$ cat config.mk
export PLATFORM = sky130hd
export DESIGN_NAME = mul_control_flat
export DESIGN_NICKNAME = d
export VERILOG_FILES = /design/src/rtl/mul_control_if.sv /design/src/rtl/mul_control.sv /design/src/flat_wrapper.sv
export SDC_FILE = /design/constraint.sdc
export NUM_CORES = 1
export LEC_CHECK = 0
export BUFFER_PORTS_ARGS = -buffer_cell sky130_fd_sc_hd__buf_2
export CAP_MARGIN = 20
export CORE_AREA = 4 4 41 43
export CTS_BUF_LIST = sky130_fd_sc_hd__clkbuf_2 sky130_fd_sc_hd__clkbuf_4 sky130_fd_sc_hd__clkbuf_8
export DETAILED_ROUTE_END_ITERATION = 16
export DIE_AREA = 0 0 45 47
export PLACE_DENSITY = 0.75
export REMOVE_ABC_BUFFERS = 1
export SETUP_SLACK_MARGIN = 0.3
export SLEW_MARGIN = 25
export SYNTH_ARGS = -nofsm -noshare
export SYNTH_HDL_FRONTEND = slang
export SYNTH_SLANG_ARGS = --single-unit
$ cat constraint.sdc
create_clock -name clk -period 1.5 [get_ports clk]
set_input_delay 0 -clock clk [delete_from_list [all_inputs] [get_ports clk]]
set_output_delay 0 -clock clk [all_outputs]
set_load 0.005 [all_outputs]
$ cat src/rtl/mul_control_if.sv
// Control/status bundle between mul_control and the multiplier datapath/top level.
// With MUL_BUSY_ERR_EN defined the bundle also carries the sticky err flag.
interface mul_control_if;
    logic       run;
    logic       lsb;
    logic       w_ctrl;
    logic       addu_ctrl;
    logic       srl_ctrl;
    logic       busy;
    logic       ready;
    logic       done;
    // Debug view of the sequencer state: 0 IDLE, 1 LOAD, 2 CALC, 3 DONE
    logic [1:0] state;
`ifdef MUL_BUSY_ERR_EN
    logic       err;

    modport master (
        input  run, lsb,
        output w_ctrl, addu_ctrl, srl_ctrl, busy, ready, done, state, err
    );
    modport slave (
        output run, lsb,
        input  w_ctrl, addu_ctrl, srl_ctrl, busy, ready, done, state, err
    );
`else
    modport master (
        input  run, lsb,
        output w_ctrl, addu_ctrl, srl_ctrl, busy, ready, done, state
    );
    modport slave (
        output run, lsb,
        input  w_ctrl, addu_ctrl, srl_ctrl, busy, ready, done, state
    );
`endif
endinterface

$ cat src/rtl/mul_control.sv
// Shift-add unsigned multiplier sequencer: IDLE -> LOAD -> CALC (WIDTH cycles) -> DONE.
// Optional MUL_BUSY_ERR_EN adds a sticky err flag for run edges that arrive while busy.
//
// Handshake: an operation starts on a rising edge of bus.run seen in IDLE. Edges seen
// in LOAD/CALC/DONE are dropped, not queued. bus.ready rises on the edge that ends DONE
// and stays high until the next accepted start; bus.done pulses for the DONE cycle.
module mul_control #(
    parameter int WIDTH = 32
) (
    input  logic          clk,
    input  logic          reset,
    mul_control_if.master bus
);
    localparam int CNT_W = $clog2(WIDTH);
    localparam logic [CNT_W-1:0] CNT_LAST = CNT_W'(WIDTH - 1);

    typedef enum logic [1:0] {
        IDLE = 2'd0,
        LOAD = 2'd1,
        CALC = 2'd2,
        DONE = 2'd3
    } state_t;

    state_t           state_q, state_d;
    logic [CNT_W-1:0] cnt_q, cnt_d;
    logic             run_q;
    logic             ready_q, ready_d;
    logic             start;

    logic             w_ctrl;
    logic             addu_ctrl;
    logic             srl_ctrl;
    logic             busy;
    logic             done;

    assign start = bus.run & ~run_q;

    always_ff @(posedge clk) begin
        if (reset) begin
            state_q <= IDLE;
            cnt_q   <= '0;
            run_q   <= 1'b0;
            ready_q <= 1'b0;
        end else begin
            state_q <= state_d;
            cnt_q   <= cnt_d;
            run_q   <= bus.run;
            ready_q <= ready_d;
        end
    end

    // Strobes are decoded from the current state (and lsb in CALC) so the datapath
    // acts on them in the same cycle.
    always_comb begin
        state_d   = state_q;
        cnt_d     = cnt_q;
        ready_d   = ready_q;
        w_ctrl    = 1'b0;
        addu_ctrl = 1'b0;
        srl_ctrl  = 1'b0;
        busy      = 1'b0;
        done      = 1'b0;
        unique case (state_q)
            IDLE: begin
                if (start) begin
                    state_d = LOAD;
                    ready_d = 1'b0;
                end
            end
            LOAD: begin
                w_ctrl  = 1'b1;
                busy    = 1'b1;
                cnt_d   = '0;
                state_d = CALC;
            end
            CALC: begin
                busy      = 1'b1;
                srl_ctrl  = 1'b1;
                addu_ctrl = bus.lsb;
                // Counter holds on the last iteration so it never wraps.
                if (cnt_q == CNT_LAST) begin
                    state_d = DONE;
                end else begin
                    cnt_d = cnt_q + 1'b1;
                end
            end
            DONE: begin
                done    = 1'b1;
                ready_d = 1'b1;
                state_d = IDLE;
            end
            default: begin
                state_d = IDLE;
            end
        endcase
    end

`ifdef MUL_BUSY_ERR_EN
    logic err_q, err_d;

    always_comb begin
        err_d = err_q;
        if (start) begin
            err_d = (state_q != IDLE);
        end
    end

    always_ff @(posedge clk) begin
        if (reset) begin
            err_q <= 1'b0;
        end else begin
            err_q <= err_d;
        end
    end

    assign bus.err = err_q;
`endif

    assign bus.w_ctrl    = w_ctrl;
    assign bus.addu_ctrl = addu_ctrl;
    assign bus.srl_ctrl  = srl_ctrl;
    assign bus.busy      = busy;
    assign bus.done      = done;
    assign bus.ready     = ready_q;
    assign bus.state     = state_q;

endmodule

$ cat src/flat_wrapper.sv
// flat-port wrapper written by rule: the top's interface ports become plain ports
module mul_control_flat 
#(
    parameter int WIDTH = 32
)
  (clk, reset, bus_run, bus_lsb, bus_w_ctrl, bus_addu_ctrl, bus_srl_ctrl, bus_busy, bus_ready, bus_done, bus_state);
  mul_control_if bus_i ();
  input  logic clk;
  input  logic reset;
  input wire logic [$bits(bus_i.run)-1:0] bus_run;
  input wire logic [$bits(bus_i.lsb)-1:0] bus_lsb;
  output wire logic [$bits(bus_i.w_ctrl)-1:0] bus_w_ctrl;
  output wire logic [$bits(bus_i.addu_ctrl)-1:0] bus_addu_ctrl;
  output wire logic [$bits(bus_i.srl_ctrl)-1:0] bus_srl_ctrl;
  output wire logic [$bits(bus_i.busy)-1:0] bus_busy;
  output wire logic [$bits(bus_i.ready)-1:0] bus_ready;
  output wire logic [$bits(bus_i.done)-1:0] bus_done;
  output wire logic [$bits(bus_i.state)-1:0] bus_state;
  assign bus_i.run = bus_run;
  assign bus_i.lsb = bus_lsb;
  assign bus_w_ctrl = bus_i.w_ctrl;
  assign bus_addu_ctrl = bus_i.addu_ctrl;
  assign bus_srl_ctrl = bus_i.srl_ctrl;
  assign bus_busy = bus_i.busy;
  assign bus_ready = bus_i.ready;
  assign bus_done = bus_i.done;
  assign bus_state = bus_i.state;
  mul_control #(.WIDTH(WIDTH)) u_core (.clk(clk), .reset(reset), .bus(bus_i));
endmodule
## Word-level counts from Yosys, hierarchy flattened

Cells that the tools add are included.

| storage, ports and cells | value |
|---|---|
| bits of input ports | 4 |
| output and inout bits | 8 |
| register bits | 9 |
| logic and storage cells | 33 |

| operators by class | value |
|---|---|
| mux-type cells | 12 |
| $add $sub $neg | 1 |
| equal/unequal tests | 7 |
| bitwise logic cells | 2 |
| reductions and logical operators | 7 |

Operators by type and width:

| kind | number |
|---|---|
| one-hot mux 5 bit (2 select lines) | 1 |
| one-hot mux 2 bit (4 select lines) | 1 |
| 2-to-1 mux 1 bit | 6 |
| AND reduction 2 bit | 3 |
| adder 5 x 1 -> 5 bit, second input constant | 1 |
| equality test 5 bit, second input constant | 1 |
| 2-to-1 mux 5 bit | 1 |
| equality test 2 bit, second input constant | 2 |
| 2-to-1 mux 2 bit | 2 |
| != test 2 x 1 -> 1 bit, second input constant | 2 |
| nonzero test 2 bit | 2 |
| equality test 2 x 1 -> 1 bit, second input constant | 1 |
| logical NOT 2 bit | 1 |
| != test 2 bit, second input constant | 1 |
| one-hot mux 1 bit (2 select lines) | 1 |
| OR reduction 2 bit | 1 |
| AND 1 bit | 1 |
| inverter 1 bit | 1 |

## Longest topological paths before layout

Gate-level depths: netlist of the first run.

| logic depth | value |
|---|---|
| depth in word-level cells | 4 |
| mapped depth | 6 |
| mapped depth without buffers | 6 |

## Worst setup path after synthesis of the first run

OpenSTA, ideal clock, no wires.

| timing | value |
|---|---|
| path kind | register to register |
| start | reg u_core.cnt_q[0] |
| end | reg u_core.cnt_q[3] |
| library setup time | 0.068 ns |
| required time | 1.432 ns |
| buffers on the path | 0 |
| data arrival time | 1.531 ns |
| cell stages (with the launch flop) | 7 |
| slack | -0.099 ns |
| clock period less this slack | 1.599 ns |
| path through | dfxtp_1 > ha_1 > and3_1 > ha_1 > nand4b_1 > mux2_4 > a21oi_2 |

| on the way | value |
|---|---|
| cells in the longest elaborated chain, start to end | 3 |
| elaborated cells on any way between the ends | 6 |
| those cells by class | add/sub: 1; eq/ne: 2; mux: 2; reduce/logical: 1 |

Ends and longest elaborated chain:

| item | line | RTL |
|---|---|---|
| from (decl) | mul_control.sv:25 | `logic [CNT_W-1:0] cnt_q, cnt_d;` |
| from (signal assigned) | mul_control.sv:46 | `cnt_q <= cnt_d;` |
| adder 5 x 1 -> 5 bit or equality test 5 bit (tied branches) | mul_control.sv:84, mul_control.sv:81 |  |
| 2-to-1 mux 5 bit or != test 2 bit (tied branches) | - |  |
| one-hot mux 5 bit (2 select lines) or AND reduction 2 bit (tied branches) | - |  |

Several ways; a longest one is shown, not always the timed one. The select of a mux whose other input is x is not followed.
A chain may end at the register's enable or synchronous reset.

## Final worst setup path of the first run

Same ends and word-level chain as after synthesis.

==> results.txt, run 1 <==
----------------------------------------------------
[Setup path]
  Crit-path most repeated cell ... ha_4
  Required time of the worst setup path ... 1.70 ns
  Number of cells on the worst reg-to-reg path ... 6
  Launching instance or port of the critical path ... u_core.cnt_q[0]
  Slowest library cell on the worst path ... dfxtp_2
  R2R Path End ... u_core.cnt_q[3]
  Crit path arrival time ... 1.70 ns
  Slack of the worst reg-to-reg path ... 0.002 ns
  Critical Path Source Type ... flop
  Delay of the slowest critical-path stage ... 0.33 ns
  Crit Path Category ... flop to flop
  Worst Setup End Kind ... flop
  Crit path max fanout ... 2
  Startpoint of the worst register-to-register path ... u_core.cnt_q[0]
  Cell breakdown of the critical path ... ha_4 -> and3_4 -> ha_4 -> nand4b_1 -> mux2_4 -> a21oi_2

[STA]
  RSZ-0062 raised after global routing ... yes
  Worst hold-check slack ... 0.0471 ns
  Total count of hold-check failures in the final report ... 0
  Achievable Freq ... 0.668 GHz
  Tightest Pin Transition ... 0.260 ns
  Final Cycle Share ... 0.999
  Clock Skews ... 0.000371 ns
  Number of slew-limit violations in the final report ... 0
  Final critical-path required period ... 1.50 ns
  Worst rel slew slack ... 0.826
  Final setup vio count ... 0
  Setup TNS ... 0 ns

[Routing]
  Post-detailed-route via-to-cell ratio ... 5.21
  Via count of the routed design ... 479
  Starting DRC count in detailed routing ... 7
  Final wirelength ... 1270 µm
  Post-detailed-route wirelength per cell ... 13.8 µm
  DRC violations left ... 0
  Count of antenna-violating nets left after detailed routing ... 0
  Detailed-routing iteration count for the pre-antenna-repair pass ... 4

[Final layout]
  Final net count ... 89
  Proportion of layout cells with a drive suffix above 1 ... 0.623
  Diodes inserted ... 0
  Most common cell after layout, fill and taps aside ... buf_2
  Utilization after layout ... 0.628
  Commonest cells after routing, fill and taps aside ... buf_2 (11), nand2b_1 (5), ha_4 (5), dfxtp_1 (5)
  Synthesis-to-layout area growth ... 51.5%
  Filler cells ... 109

[Logic synthesis]
  YS warnings ... 0
  Flop and latch count out of synthesis ... 9
  Share of synthesized area occupied by flip-flops and latches ... 0.334
  Cell area after synthesis ... 539 µm²
  Synthesized instance count ... 56
  Distinct cell type count after synthesis ... 25
  Avg Synthesized Cell Area ... 9.63 µm²

[Clocking]
  Clock insertion delay at the later pin of the skew report ... 0.26 ns
  Number of buffers created by CTS ... 3
  Deepest clock path buffer count ... 2
  Clock-pin transition on the worst setup and hold timing paths ... 0.06 ns
  Clock tree from TritonCTS ... done
  Clock sink total ... 9
  Htree depth ... 1
  Clock root buffer ... clkbuf_4
  # Post-CTS Setup Buffers ... 0

[Min path]
  Start point of the worst min-delay path ... reset
  Cells on Worst Hold Path ... 2
  WHS Endpoint ... u_core.cnt_q[3]
  Tightest Hold Check Type ... input pin to flop

[Global routing]
  Largest net degree at the start of global routing ... 11
  Overflow left after global routing ... 0
  Number of antenna violations at the first check in global routing ... 0
  Global-route wire length before repair ... 2120 µm
  GR Util All Layers ... 0.139
  Vias in the first global route ... 500

[Floorplanning]
  Die H ... 47 µm
  Die width ... 45 µm
  Core area ... 1300 µm²
  Starting Density ... 0.414
  Die Area ... 2120 µm²
  Top Ports ... 12
  Row cnt ... 13

[Run]
  Number of max-capacitance violations reported ... 0

[Place]
  Input/output buffers ... 11
  Final weighted congestion in routability-driven placement ... 0.730
  DP Wirelength ... 865 µm

[Power]
  Leakage power summed over all cells ... 0.329 nW
  Power density relative to cell area ... 1270 nW/µm²
  VDD IR max ... 0.789 mV

[Run status]
  Run status ... complete, no violations

----------------------------------------------------
cells by family (layout without fill, tap and decap cells):
group,after synthesis,count (layout),synth area share
simple gates,21,21,0.239
compound gates,14,14,0.197
flops,9,9,0.334
fa+ha+maj,7,7,0.162
buf+inv,3,24,0.0209
mux,2,2,0.0464
metrics by stage:
stage	total power [mW]	cells	instance area, µm²	setup WS (ns)
6_report	1.04	92	817	0.00222
5_1_grt	1.12	92	817	-0.0446
4_1_cts	0.995	92	783	0.0297
3_5_place_dp	0.691	87	654	-0.0406
3_3_place_gp	0.677	87	654	-0.00972
2_1_floorplan	0.537	55	536	-0.0972
cell usage after synthesis:
| master | instances | area (µm²) |
|---|---|---|
| a21boi_0 | 1 | 7.51 |
| mux2i_1 | 1 | 10.0 |
| a21o_4 | 1 | 15.0 |
| nand2b_1 | 5 | 31.3 |
| o21ai_1 | 2 | 10.0 |
| clkbuf_1 | 1 | 3.75 |
| o21ai_0 | 1 | 5.00 |
| and3_1 | 1 | 6.26 |
| nor2b_4 | 1 | 13.8 |
| nor2b_1 | 1 | 6.26 |
| nand4b_1 | 1 | 8.76 |
| ha_1 | 7 | 87.6 |
| nand2_1 | 4 | 15.0 |
| a211oi_2 | 2 | 25.0 |
| inv_1 | 2 | 7.51 |
| o21a_1 | 1 | 7.51 |
| a21oi_2 | 1 | 8.76 |
| mux2_4 | 1 | 15.0 |
| nor3_2 | 1 | 10.0 |
| and2_1 | 2 | 12.5 |
| nor2_1 | 4 | 15.0 |
| nor4bb_1 | 1 | 10.0 |
| dfxtp_1 | 9 | 180 |
| a21oi_1 | 4 | 20.0 |
| a211oi_1 | 1 | 7.51 |
flip-flops by register name, indices dropped and copies added (netlist names):
signal and count:
u_core.bus.state 2, u_core.run_q 1, u_core.cnt_q 5, u_core.bus.ready 1
where the power goes:
group / switching (mW) / internal (mW)
clock: 0.0863 / 0.121
sequential: 0.0375 / 0.280
combinational: 0.240 / 0.271
total: 0.364 / 0.671
worst max path at each step:
| stage | end | slack, ns | cells after the start |
|---|---|---|---|
| after floorplan | u_core.cnt_q[3] | -0.1 | 6 |
| after global placement | u_core.bus.state[1] | -0.01 | 7 |
| after detailed placement | u_core.cnt_q[2] | -0.04 | 7 |
| after CTS | u_core.cnt_q[3] | 0.03 | 6 |
| after global routing | u_core.cnt_q[3] | -0.04 | 6 |
| final | u_core.cnt_q[3] | 0.002 | 6 |
metal layers:
layer  up-vias  wire length, µm  global-route usage
met5         -                0                   0
met4         0               21              0.0702
met3         2               62              0.0575
met2        13              670               0.249
met1       227              515               0.139
li1        237                -                   -
timing repair:
item / CTS / global route
gates resized for setup: 21 / 9
hold buffers: 1 / 0
pin swaps: 9 / 4
endpoints found under the setup margin: 11 / 10
endpoints found under the hold margin: 1 / 0
worst max-delay path: cells and delay by family (launching register included):
kind                       cells  cell delay, ns
DFF                            1            0.33
adders and majority gates      2            0.32
AOI/OAI and AO/OA              1            0.12
and+or+nand+nor                2            0.34
muxes                          1            0.32
cell type report:
class	instances	area, µm²	area share
clock buffers	4	30.0	0.0368
well taps	15	18.8	0.0230
multi-input cells	44	452	0.553
repair buffers	18	121	0.149
inverters	2	7.51	0.00919
flip-flops and latches	9	188	0.230
(Power assumes the default switching activity.)
==> inputs of run 2 (changes only) <==
--- a/config.mk
+++ b/config.mk
@@ -12,6 +12,7 @@
 export DETAILED_ROUTE_END_ITERATION = 16
 export DIE_AREA = 0 0 45 47
 export PLACE_DENSITY = 0.75
+export RECOVER_POWER = 25
 export REMOVE_ABC_BUFFERS = 1
 export SETUP_SLACK_MARGIN = 0.3
 export SLEW_MARGIN = 25
==> results.txt, run 2 (same netlist as run 1, synthesis figures left out) <==
----------------------------------------------------
[Setup path]
  Crit path arrival time ... 1.70 ns (about the same)
  Crit-path most repeated cell ... ha_4 (unchanged)
  Cell breakdown of the critical path ... ha_4 -> and3_4 -> ha_4 -> nand4b_1 -> mux2_4 -> a21oi_2 (unchanged)
  Required time of the worst setup path ... 1.70 ns (about the same)
  Delay of the slowest critical-path stage ... 0.33 ns (about the same)
  Slowest library cell on the worst path ... dfxtp_2 (unchanged)
  Slack of the worst reg-to-reg path ... 0.002 ns (about the same)
  Crit Path Category ... flop to flop (unchanged)
  Crit path max fanout ... 2 (unchanged)
  Critical Path Source Type ... flop (unchanged)
  Worst Setup End Kind ... flop (unchanged)

[Place]
  Setup WS pre-CTS ... -0.0406 ns (unchanged)
  Input/output buffers ... 11 (unchanged)
  Placed instance area ... 654 µm² (unchanged)
  Final weighted congestion in routability-driven placement ... 0.730 (unchanged)
  Number of placed instances with taps included ... 87 (unchanged)
  DP Wirelength ... 865 µm (unchanged)

[Final layout]
  Area occupied by multi-input gates ... 452 µm² (unchanged)
  Filler cells ... 112 (was 109)
  Area of all placed cells without fillers ... 812 µm² (was 817 µm²)
  Number of flip-flops under the largest register name ... 5 (unchanged)
  Diodes inserted ... 0 (unchanged)
  Final net count ... 89 (unchanged)
  Count of non-filler cells in the finished layout ... 92 (unchanged)
  Most common cell after layout, fill and taps aside ... buf_2 (unchanged)
  Utilization after layout ... 0.624 (was 0.628)
  Commonest cells after routing, fill and taps aside ... buf_2 (10), dfxtp_1 (6), nand2b_1 (5), ha_4 (5) (was buf_2 (11), nand2b_1 (5), ha_4 (5), dfxtp_1 (5))
  Total area of sequential cells ... 184 µm² (was 188 µm²)
  Top register by number of flip-flops ... u_core.cnt_q (unchanged)
  Synthesis-to-layout area growth ... 50.6% (was 51.5%)
  Proportion of layout cells with a drive suffix above 1 ... 0.597 (was 0.623)

[Clocking]
  Clock insertion delay at the later pin of the skew report ... 0.26 ns (about the same)
  Clock root buffer ... clkbuf_4 (unchanged)
  Clock-pin transition on the worst setup and hold timing paths ... 0.06 ns (about the same)
  Clock tree from TritonCTS ... done (unchanged)
  Htree depth ... 1 (unchanged)
  Deepest clock path buffer count ... 2 (unchanged)
  Clock sink total ... 9 (unchanged)
  Number of buffers created by CTS ... 3 (unchanged)

[Floorplanning]
  Starting Density ... 0.414 (unchanged)
  Core area ... 1300 µm² (unchanged)
  Top Ports ... 12 (unchanged)
  Die width ... 45 µm (unchanged)
  Row cnt ... 13 (unchanged)
  Die Area ... 2120 µm² (unchanged)
  Die H ... 47 µm (unchanged)

[Global routing]
  Number of antenna violations at the first check in global routing ... 0 (unchanged)
  Global-route wire length before repair ... 2120 µm (unchanged)
  Vias in the first global route ... 500 (unchanged)
  Overflow left after global routing ... 0 (unchanged)
  Largest net degree at the start of global routing ... 11 (unchanged)
  GR Util All Layers ... 0.139 (unchanged)

[Power]
  VDD IR max ... 0.782 mV (was 0.789 mV)
  Design internal power ... 0.668 mW (was 0.671 mW)
  Leakage power summed over all cells ... 0.326 nW (was 0.329 nW)
  Total power of the final layout ... 1.03 mW (was 1.04 mW)
  Switching power ... 0.364 mW (about the same)
  Combinational power share ... 0.494 (was 0.493)
  Power density relative to cell area ... 1270 nW/µm² (about the same)
  Switching Fraction ... 0.353 (was 0.352)
  Portion of total power attributed to sequential cells ... 0.305 (was 0.307)
  Fraction of power consumed by the clock network ... 0.201 (was 0.200)

[STA]
  Clock Skews ... 0.000393 ns (was 0.000371 ns)
  Final Cycle Share ... 0.999 (about the same)
  Final setup vio count ... 0 (unchanged)
  Total count of hold-check failures in the final report ... 0 (unchanged)
  Setup TNS ... 0 ns (unchanged)
  RSZ-0062 raised after global routing ... yes (unchanged)
  Crit path setup slack, layout ... 0.00162 ns (was 0.00222 ns)
  Number of slew-limit violations in the final report ... 0 (unchanged)
  Tightest Pin Transition ... 0.288 ns (was 0.260 ns)
  Worst hold-check slack ... 0.0445 ns (was 0.0471 ns)
  Final critical-path required period ... 1.50 ns (about the same)
  Worst rel slew slack ... 0.807 (was 0.826)
  Achievable Freq ... 0.667 GHz (was 0.668 GHz)

[Routing]
  Count of antenna-violating nets left after detailed routing ... 0 (unchanged)
  Starting DRC count in detailed routing ... 7 (unchanged)
  Post-detailed-route wirelength per cell ... 13.8 µm (about the same)
  Via count of the routed design ... 481 (was 479)
  Post-detailed-route via-to-cell ratio ... 5.23 (was 5.21)
  DRC violations left ... 0 (unchanged)
  Final wirelength ... 1270 µm (about the same)
  Detailed-routing iteration count for the pre-antenna-repair pass ... 4 (unchanged)

[Run]
  Number of max-capacitance violations reported ... 0 (unchanged)

[Min path]
  Tightest Hold Check Type ... input pin to flop (unchanged)

[Run status]
  Run status ... complete, no violations (unchanged)

----------------------------------------------------
==> run 2: cell types whose count changed in the layout (fill, tap and decap cells not counted) <==
cell,previous run,this run
dfxtp_1,5,6
clkbuf_1,0,1
dfxtp_4,1,0
buf_2,11,10
==> run 2: critical path, delay by kind of cell, from the launching register on <==
family | cells | cell delay, ns
simple gates | 2 | 0.34
mux | 1 | 0.32
compound gates | 1 | 0.12
fa+ha+maj | 2 | 0.32
flops | 1 | 0.33
==> run 2: power groups by stage <==
stage	Clock, mW	Sequential (mW)	Combinational (mW)
finish	0.207	0.315	0.509
global placement	0	0.295	0.382
floorplan	0	0.308	0.229
global route	0.238	0.320	0.562
detailed placement	0	0.297	0.394
CTS	0.221	0.299	0.475
==> run 2: path summary, 6_finish.rpt <==
path / start / endpoint / cells past startpoint
worst min register to register: u_core.bus.ready / u_core.bus.ready / 1
worst min-delay path: reset / u_core.cnt_q[3] / 2
worst max register to register: u_core.cnt_q[0] / u_core.cnt_q[3] / 6
worst max-delay path: u_core.cnt_q[0] / u_core.cnt_q[3] / 6
==> run 2: cell type report <==
class,count,share of cell area
Clock buffer,4,0.0370
Inverter,2,0.00924
Timing Repair Buffer,18,0.148
Tap cell,15,0.0231
Multi-Input combinational cell,44,0.556
Sequential cell,9,0.227
==> run 2: repair_timing <==
item	CTS	global route
gates cloned	0	0
pin swaps	9	4
hold endpoints to repair	1	0
hold buffers	1	0
buffers inserted	0	0
setup endpoints to repair	11	10
resized for setup	21	9
==> run 2: layer usage <==
layer / vias up / part of all wire / global-route usage
met2: 11 / 0.53 / 0.249
li1: 238 / - / -
met1: 230 / 0.41 / 0.139
met3: 2 / 0.043 / 0.0575
met4: 0 / 0.017 / 0.0702
met5: - / 0 / 0
==> inputs of run 3 (changes only) <==
--- a/config.mk
+++ b/config.mk
@@ -11,6 +11,7 @@
 export CTS_BUF_LIST = sky130_fd_sc_hd__clkbuf_2 sky130_fd_sc_hd__clkbuf_4 sky130_fd_sc_hd__clkbuf_8
 export DETAILED_ROUTE_END_ITERATION = 16
 export DIE_AREA = 0 0 45 47
+export HOLD_SLACK_MARGIN = 0.06
 export PLACE_DENSITY = 0.75
 export RECOVER_POWER = 25
 export REMOVE_ABC_BUFFERS = 1
==> constraint.sdc (replaced) <==
create_clock -name clk -period 1.35 [get_ports clk]
set_input_delay 0 -clock clk [delete_from_list [all_inputs] [get_ports clk]]
set_output_delay 0 -clock clk [all_outputs]
set_load 0.005 [all_outputs]
==> results.txt, run 3 (same netlist as run 1, synthesis figures left out) <==
----------------------------------------------------
[Global routing]
  Overflow left after global routing ... 0 (unchanged)
  Largest net degree at the start of global routing ... 11 (unchanged)
  Vias in the first global route ... 562 (was 500)
  Number of antenna violations at the first check in global routing ... 0 (unchanged)
  Global-route wire length before repair ... 2340 µm (was 2120 µm)
  GR Util All Layers ... 0.153 (was 0.139)

[Setup path]
  Crit path arrival time ... 1.68 ns (was 1.70 ns)
  Launching instance or port of the critical path ... u_core.cnt_q[0] (unchanged)
  Worst Setup End Kind ... flop (unchanged)
  Startpoint of the worst register-to-register path ... u_core.cnt_q[0] (unchanged)
  Crit path max fanout ... 5 (was 2)
  Required time of the worst setup path ... 1.54 ns (was 1.70 ns)
  Critical Path Source Type ... flop (unchanged)
  Crit Path Category ... flop to flop (unchanged)

[Final layout]
  Diodes inserted ... 0 (unchanged)
  Number of flip-flops under the largest register name ... 5 (unchanged)
  Area of all placed cells without fillers ... 938 µm² (was 812 µm²)
  Final net count ... 100 (was 89)
  Count of non-filler cells in the finished layout ... 103 (was 92)
  Top register by number of flip-flops ... u_core.cnt_q (unchanged)
  Proportion of layout cells with a drive suffix above 1 ... 0.659 (was 0.597)
  Most common cell after layout, fill and taps aside ... buf_6 (was buf_2)
  Utilization after layout ... 0.721 (was 0.624)
  Synthesis-to-layout area growth ... 74.0% (was 50.6%)
  Commonest cells after routing, fill and taps aside ... buf_6 (11), buf_4 (9), buf_2 (7) (was buf_2 (10), dfxtp_1 (6), nand2b_1 (5), ha_4 (5))

[Routing]
  Post-detailed-route via-to-cell ratio ... 5.44 (was 5.23)
  Post-detailed-route wirelength per cell ... 16.0 µm (was 13.8 µm)
  DRC violations left ... 0 (unchanged)
  Final wirelength ... 1650 µm (was 1270 µm)
  Via count of the routed design ... 560 (was 481)
  Count of antenna-violating nets left after detailed routing ... 0 (unchanged)
  Detailed-routing iteration count for the pre-antenna-repair pass ... 4 (unchanged)
  Starting DRC count in detailed routing ... 13 (was 7)

[STA]
  Setup TNS ... -0.747 ns (was 0 ns)
  Number of slew-limit violations in the final report ... 0 (unchanged)
  Achievable Freq ... 0.671 GHz (was 0.667 GHz)
  RSZ-0062 raised after global routing ... yes (unchanged)
  Final setup vio count ... 7 (was 0)
  Crit path setup slack, layout ... -0.140 ns (was 0.00162 ns)
  Final Cycle Share ... 1.10 (was 0.999)
  Worst rel slew slack ... 0.754 (was 0.807)
  Tightest Pin Transition ... 0.368 ns (was 0.288 ns)
  Clock Skews ... 0.000669 ns (was 0.000393 ns)
  Total count of hold-check failures in the final report ... 0 (unchanged)
  Final critical-path required period ... 1.49 ns (was 1.50 ns)

[Power]
  VDD IR max ... 0.972 mV (was 0.782 mV)
  Power density relative to cell area ... 1420 nW/µm² (was 1270 nW/µm²)
  Leakage power summed over all cells ... 0.390 nW (was 0.326 nW)

[Run status]
  Run status ... complete, but fails checks (was complete, no violations)
  Failing checks ... setup timing

[Place]
  DP Wirelength ... 862 µm (was 865 µm)
  Final weighted congestion in routability-driven placement ... 0.732 (was 0.730)
  Input/output buffers ... 11 (unchanged)
  Number of placed instances with taps included ... 89 (was 87)
  Setup WS pre-CTS ... -0.194 ns (was -0.0406 ns)
  Placed instance area ... 669 µm² (was 654 µm²)

[Floorplanning]
  Top Ports ... 12 (unchanged)
  Core area ... 1300 µm² (unchanged)
  Die H ... 47 µm (unchanged)
  Die Area ... 2120 µm² (unchanged)
  Starting Density ... 0.414 (unchanged)
  Die width ... 45 µm (unchanged)
  Row cnt ... 13 (unchanged)

[Clocking]
  Clock tree from TritonCTS ... done (unchanged)
  Deepest clock path buffer count ... 2 (unchanged)
  Clock insertion delay at the later pin of the skew report ... 0.26 ns (about the same)
  Clock sink total ... 9 (unchanged)
  Clock root buffer ... clkbuf_4 (unchanged)
  Clock-pin transition on the worst setup and hold timing paths ... 0.07 ns (was 0.06 ns)
  Number of buffers created by CTS ... 3 (unchanged)
  Htree depth ... 1 (unchanged)

[Min path]
  Tightest Hold Check Type ... input pin to output pin (was input pin to flop)
  Start point of the worst min-delay path ... bus_lsb (was reset)

[Run]
  Number of max-capacitance violations reported ... 0 (unchanged)

----------------------------------------------------
[run 3: path summary, 6_finish.rpt]
path | to | depth (start not counted) | slack [ns]
setup / recovery | u_core.bus.state[1] | 7 | -0.14
hold / removal | bus_addu_ctrl | 3 | 0.28
setup reg to reg | u_core.bus.state[1] | 7 | -0.14
hold reg to reg | u_core.bus.ready | 1 | 0.48
[run 3: area by class of cell]
class	instances	area, µm²
clock buffers	3	22.5
clock inverters	1	5.00
fillers	89	363
inverters	2	7.51
multi-input cells	44	450
flip-flops and latches	9	188
well taps	15	18.8
repair buffers	29	246
[run 3: worst max-delay path, stage by stage (launching register included)]
cell and delay [ns]:
dfxtp_2 0.34, ha_4 0.16, and3_4 0.17, ha_4 0.15
buf_6 0.12, nor2b_4 0.18, a21o_4 0.13, mux2i_1 0.17
[run 3: metal layers]
metal / global-route usage / up-vias / wire length [µm]
met5: 0 / - / 0
met1: 0.146 / 261 / 621
li1: - / 265 / -
met2: 0.285 / 25 / 888
met3: 0.0460 / 9 / 77
met4: 0.0936 / 0 / 59
[run 3: metrics by stage]
step           total power, mW  hold slack, ns
2_1_floorplan            0.597          0.0624
3_3_place_gp             0.763           0.241
3_5_place_dp             0.772           0.252
4_1_cts                   1.20           0.279
5_1_grt                   1.40           0.290
6_report                  1.33           0.284
[run 3: timing repair]
action / CTS / global route
hold buffers: 2 / 0
pin swaps: 10 / 3
hold endpoints to repair: 5 / 0
endpoints found under the setup margin: 13 / 13
resized for setup: 32 / 6
buffers inserted: 5 / 3
[run 3: power breakdown]
part	internal (mW)	switching, mW	leakage [nW]
combinational	0.428	0.335	0.297
sequential	0.311	0.0402	0.0752
clock	0.110	0.105	0.0177
total	0.848	0.480	0.390
